==> src/rtl/run_length_detector.sv <==
// run_length_detector: flags runs of >= MIN_RUN bits equal to target; define RLD_MAX_RUN_EN to build the max_run tracker
module run_length_detector #(
    parameter int MIN_RUN = 2,
    parameter int RUN_W   = 4,
    parameter int CNT_W   = 8
) (
    input  logic             clk,
    input  logic             rst,
    input  logic             en,
    input  logic             din,
    input  logic             target,
    input  logic             retrig,
    input  logic             cnt_clr,
    output logic             det,
    output logic             active,
    output logic [RUN_W-1:0] run_len,
    output logic [CNT_W-1:0] det_count,
    output logic [RUN_W-1:0] max_run
);
    typedef enum logic [1:0] {IDLE, COUNT, HIT} state_t;

    localparam logic [RUN_W-1:0] MIN     = RUN_W'(MIN_RUN);
    localparam logic [RUN_W-1:0] RUN_MAX = '1;
    localparam logic [CNT_W-1:0] CNT_MAX = '1;

    state_t           state, state_n;
    logic [RUN_W-1:0] seg_cnt, seg_n, seg_inc, run_n;
    logic             det_n, active_n, match;

    assign match   = din == target;
    assign seg_inc = seg_cnt + RUN_W'(1);

    // next state, segment/run counters and detection for the current sample
    always_comb begin
        state_n  = state;
        seg_n    = seg_cnt;
        run_n    = run_len;
        active_n = active;
        det_n    = 1'b0;
        if (en) begin
            if (!match) begin
                state_n  = IDLE;
                seg_n    = '0;
                run_n    = '0;
                active_n = 1'b0;
            end else begin
                run_n = (run_len == RUN_MAX) ? run_len : run_len + RUN_W'(1);
                if (state == HIT) begin
                    active_n = 1'b1;
                    if (retrig) begin
                        det_n = seg_inc == MIN;
                        seg_n = det_n ? '0 : seg_inc;
                    end
                end else if (seg_inc == MIN) begin
                    det_n    = 1'b1;
                    active_n = 1'b1;
                    state_n  = HIT;
                    seg_n    = retrig ? '0 : seg_inc;
                end else begin
                    state_n = COUNT;
                    seg_n   = seg_inc;
                end
            end
        end
    end

    // state and output registers; det only lives for the edge that produced it
    always_ff @(posedge clk) begin
        if (!rst) begin
            state   <= IDLE;
            seg_cnt <= '0;
            run_len <= '0;
            active  <= 1'b0;
            det     <= 1'b0;
        end else begin
            state   <= state_n;
            seg_cnt <= seg_n;
            run_len <= run_n;
            active  <= active_n;
            det     <= det_n;
        end
    end

    // saturating detection counter; a clear coinciding with a detection keeps that event
    always_ff @(posedge clk) begin
        if (!rst)
            det_count <= '0;
        else if (cnt_clr)
            det_count <= CNT_W'(det_n);
        else if (det_n && det_count != CNT_MAX)
            det_count <= det_count + CNT_W'(1);
    end

`ifdef RLD_MAX_RUN_EN
    // longest run seen; follows the saturating run length, clear reloads the new run length
    always_ff @(posedge clk) begin
        if (!rst)
            max_run <= '0;
        else if (cnt_clr)
            max_run <= run_n;
        else if (run_n > max_run)
            max_run <= run_n;
    end
`else
    assign max_run = '0;
`endif
endmodule

==> config.mk <==
export PLATFORM = sky130hd
export DESIGN_NAME = run_length_detector
export DESIGN_NICKNAME = d
export VERILOG_FILES = /design/src/rtl/run_length_detector.sv
export SDC_FILE = /design/constraint.sdc
export NUM_CORES = 1
export LEC_CHECK = 0
export ABC_AREA = 1
export CAP_MARGIN = 20
export CORE_UTILIZATION = 30
export CTS_BUF_LIST = sky130_fd_sc_hd__clkbuf_4 sky130_fd_sc_hd__clkbuf_8
export CTS_CLUSTER_SIZE = 8
export DETAILED_ROUTE_END_ITERATION = 7
export SYNTH_ARGS = -nofsm -noshare
export SYNTH_HDL_FRONTEND = slang
export SYNTH_SLANG_ARGS = --single-unit
==> constraint.sdc <==
create_clock -name clk -period 2.3 [get_ports clk]
set_input_delay 0.345 -clock clk [delete_from_list [all_inputs] [get_ports clk]]
set_output_delay 0.345 -clock clk [all_outputs]
set_load 0.005 [all_outputs]
==> results_tabular.tex <==
\begin{tabular}{lr}
\hline
Metric & Value \\
\hline
\multicolumn{2}{l}{\textbf{Synth}} \\
Area of the mapped netlist & around 1200 µm² \\
Post-synthesis adder-cell area fraction & $\sim$4.3\% \\
Area share of and/or/nand/nor cells after synthesis & 37.0\% \\
Main flop type after synthesis & sky130\_fd\_sc\_hd\_\_dfxtp\_1 \\
Seq/Total Area, Yosys & 34.2\% \\
EDFF count, synth & 0 \\
Multiplexer share of the synthesized area & 0\% \\
Distinct cells, synth & 29 \\
Seq cells post-synth & 20 \\
Proportion of register bits with asynchronous set or reset after synthesis & 0\% \\
Post-synthesis cell count & 156 \\
Dominant combinational cell family by area after synthesis & simple AND/OR/NAND/NOR gates \\
Compound-cell area share of the yosys netlist & 8.64\% \\
Total number of yosys warnings & 0 \\
Syn Area/Cell & between 7 and 8 µm² \\
XOR/XNOR share of the synthesized area & 5.87\% \\
\multicolumn{2}{l}{\textbf{CTS}} \\
Post CTS Setup Buffer Count & 0 \\
Hold buffers post-CTS & 0 \\
Clock-pin slew on the worst setup and hold paths & 70 ps \\
Clock root buffer master & sky130\_fd\_sc\_hd\_\_clkbuf\_8 \\
Number of buffers inserted during clock tree synthesis & 3 \\
Latest clock arrival within the worst-skew pair & $\sim$250 ps \\
Max Root-Sink Buffers & 2 \\
TritonCTS clock tree & built \\
Post-CTS resize count & 0 \\
Clk sink count & 20 \\
Maximum level of the CTS H-tree & 1 \\
\multicolumn{2}{l}{\textbf{STA}} \\
Worst hold slack after final layout & between 400 and 500 ps \\
Minimum period implied by the final worst setup slack & 1590 ps \\
Period utilisation layout & 69.3\% \\
Number of setup violations in the final report & 0 \\
Setup repair after global routing missed its margin & false \\
Max Fclk & between 0.6 and 0.7 GHz \\
Summed negative setup slack over all endpoints & 0 ps \\
Setup Skew & 0.825 ps \\
Pins Over Slew Limit & 0 \\
Number of endpoints with negative hold slack in the final report & 0 \\
\multicolumn{2}{l}{\textbf{Routing}} \\
Remaining DRCs & 0 \\
Antenna violation net count after detailed routing & 0 \\
Average detailed-routed wire length per instance & 9.52 µm \\
Vias per cell & 4.36 \\
Final WL & approximately 2.2 mm \\
Number of detailed-route iterations in the first pass & 4 \\
Iteration-0 DRC count of the detailed router & 35 \\
Count of vias placed by the detailed router & 985 \\
\multicolumn{2}{l}{\textbf{Critical path}} \\
Worst-path fanout max & 10 \\
List of cells traversed by the critical path & clkdlybuf4s50\_1 -> nand2\_1 -> nor2\_4 -> nand3\_4 -> nor3\_1 -> nor2\_1 \\
Arrival time of data at the critical path endpoint & 1740 ps \\
CP Capture Type & flop \\
Slowest-stage cell, CP & sky130\_fd\_sc\_hd\_\_clkdlybuf4s50\_1 \\
Nature of the critical path startpoint & primary input \\
Biggest cell delay along the critical path & 580 ps \\
Data required time of the worst path & 2440 ps \\
Critical setup path kind & primary input to flop \\
\multicolumn{2}{l}{\textbf{Floorplanning}} \\
Die width & 64.5 µm \\
Die Area & around 4200 µm² \\
Std cell rows & 22 \\
Starting Density & about a third \\
Number of primary I/O pins & 25 \\
Vert. Die Dim & $\sim$65 µm \\
Placeable core region & about 3700 µm² \\
\multicolumn{2}{l}{\textbf{Placed design}} \\
Number of I/O port buffers & 20 \\
Final HPWL from detailed placement & 1.68 mm \\
Final estimated routing congestion in global placement & 0.836 \\
\multicolumn{2}{l}{\textbf{GRT}} \\
All-Layer GR Usage & 11.8\% \\
Overflow left after global routing & 0 \\
Number of global-route vias before repair & 861 \\
Initial antenna violation count & 0 \\
Maximum number of pins on one net before global-route repair & 11 \\
Global-route wire length before repair & $\sim$3.8 mm \\
\multicolumn{2}{l}{\textbf{Cells and area}} \\
Share of layout cells above drive strength 1 & 11.2\% \\
Antenna cells & 0 \\
Post-synthesis to final-layout area growth & 24.1\% \\
Final nets & 191 \\
Core utilization of the finished layout & around two fifths \\
Fillers & 392 \\
\multicolumn{2}{l}{\textbf{Power}} \\
VDD IR-drop max & approximately 0.27 mV \\
Leak Pwr & 0.616 nW \\
Power density over cell area & between 400 and 500 nW/µm² \\
\multicolumn{2}{l}{\textbf{Min path}} \\
Class of the most critical hold timing path & flop to flop \\
\multicolumn{2}{l}{\textbf{Flow run}} \\
Reported max-cap violation count & 0 \\
\multicolumn{2}{l}{\textbf{Outcome}} \\
Run status & finished, final reports clean \\
\hline
\end{tabular}
==> placed cells by master (no fill, tap or decap), drive strengths merged <==
| master | count |
|---|---|
| a211oi | 1 |
| nand3b | 2 |
| a21oi | 13 |
| xnor2 | 3 |
| nor2 | 17 |
| inv | 21 |
| clkbuf | 3 |
| ha | 4 |
| and3 | 1 |
| nand2 | 38 |
| nor3 | 3 |
| nand3 | 12 |
| clkinv | 1 |
| xor2 | 4 |
| nand4 | 6 |
| o21ai | 5 |
| clkdlybuf4s50 | 20 |
| dfxtp | 20 |
| conb | 4 |
==> where the power goes <==
part	leakage, nW	switching [W]	internal [W]	total (W)
clock	0.0216	0.000101	0.000116	0.000217
sequential	0.163	0.0000108	0.000358	0.000369
combinational	0.432	0.0000615	0.0000477	0.000109
==> worst max-delay path, delay by kind of cell <==
family	cells	cell delay (ps)
buffers and inverters	1	580
AND/OR/NAND/NOR	5	800
==> registers in the layout (all words and copies together), names as in the netlist <==
register and count:
run_len 4, det 1, det_count 8, seg_cnt 4, state 2, active 1
==> path summary, 6_finish.rpt <==
check / from / endpoint / slack [ps] / cells past startpoint
worst min-delay path: active / active / 490 / 2
worst max-delay path: en / det_count[6] / 710 / 6
worst max register to register: seg_cnt[0] / det_count[6] / 720 / 8
worst min register to register: active / active / 490 / 2
==> cells in the mapped netlist (2+ instances only) <==
cell | instances | area, µm²
sky130_fd_sc_hd__nand2_1 | 31 | 116
sky130_fd_sc_hd__xor2_1 | 3 | 26.3
sky130_fd_sc_hd__o21ai_0 | 3 | 15.0
sky130_fd_sc_hd__nand3_1 | 9 | 45.0
sky130_fd_sc_hd__nand2_4 | 2 | 22.5
sky130_fd_sc_hd__xnor2_1 | 3 | 26.3
sky130_fd_sc_hd__buf_4 | 4 | 30.0
sky130_fd_sc_hd__a21oi_1 | 13 | 65.1
sky130_fd_sc_hd__inv_1 | 20 | 75.1
sky130_fd_sc_hd__ha_1 | 4 | 50.1
sky130_fd_sc_hd__nor3_1 | 3 | 15.0
sky130_fd_sc_hd__dfxtp_1 | 20 | 400
sky130_fd_sc_hd__nor2_1 | 15 | 56.3
sky130_fd_sc_hd__nand3_4 | 2 | 35.0
sky130_fd_sc_hd__nand4_1 | 6 | 37.5
sky130_fd_sc_hd__nand2_2 | 5 | 31.3
==> kinds of logic after synthesis <==
family                   after synthesis
AO/OA/AOI/OAI                         19
XOR/XNOR                               7
adder cells (fa/ha/maj)                4
buffers and inverters                 26
flip-flops                            20
other                                  1
AND/OR/NAND/NOR                       79
==> metrics by stage <==
stage | cells | power (W) | worst slack [ps] | instance area (µm²)
after CTS | 226 | 0.000705 | 707 | 1460
after floorplan | 159 | 0.000451 | 879 | 1180
final | 226 | 0.000695 | 707 | 1460
after global routing | 226 | 0.000733 | 580 | 1460
after global placement | 223 | 0.000486 | 491 | 1410
after detailed placement | 223 | 0.000485 | 453 | 1410
==> metal layers <==
layer	GRT usage [%]	routed length (µm)	part of all wire (%)	up-vias
li1	-	-	-	538
met1	16.1	1130	53	435
met2	17.4	957	44	10
met3	2.11	37	1.7	2
met4	6.67	23	1.1	0
met5	0	0	0	-
==> area by class of cell <==
| cell class | count | area (µm²) | area share (%) |
|---|---|---|---|
| multi-input cells | 113 | 669 | 46.0 |
| flip-flops and latches | 20 | 400 | 27.5 |
| repair buffers | 20 | 200 | 13.8 |
| inverters | 22 | 83.8 | 5.76 |
| well taps | 48 | 60.1 | 4.13 |
| clock buffers | 3 | 41.3 | 2.84 |
Power figures use the tool's default switching activity.
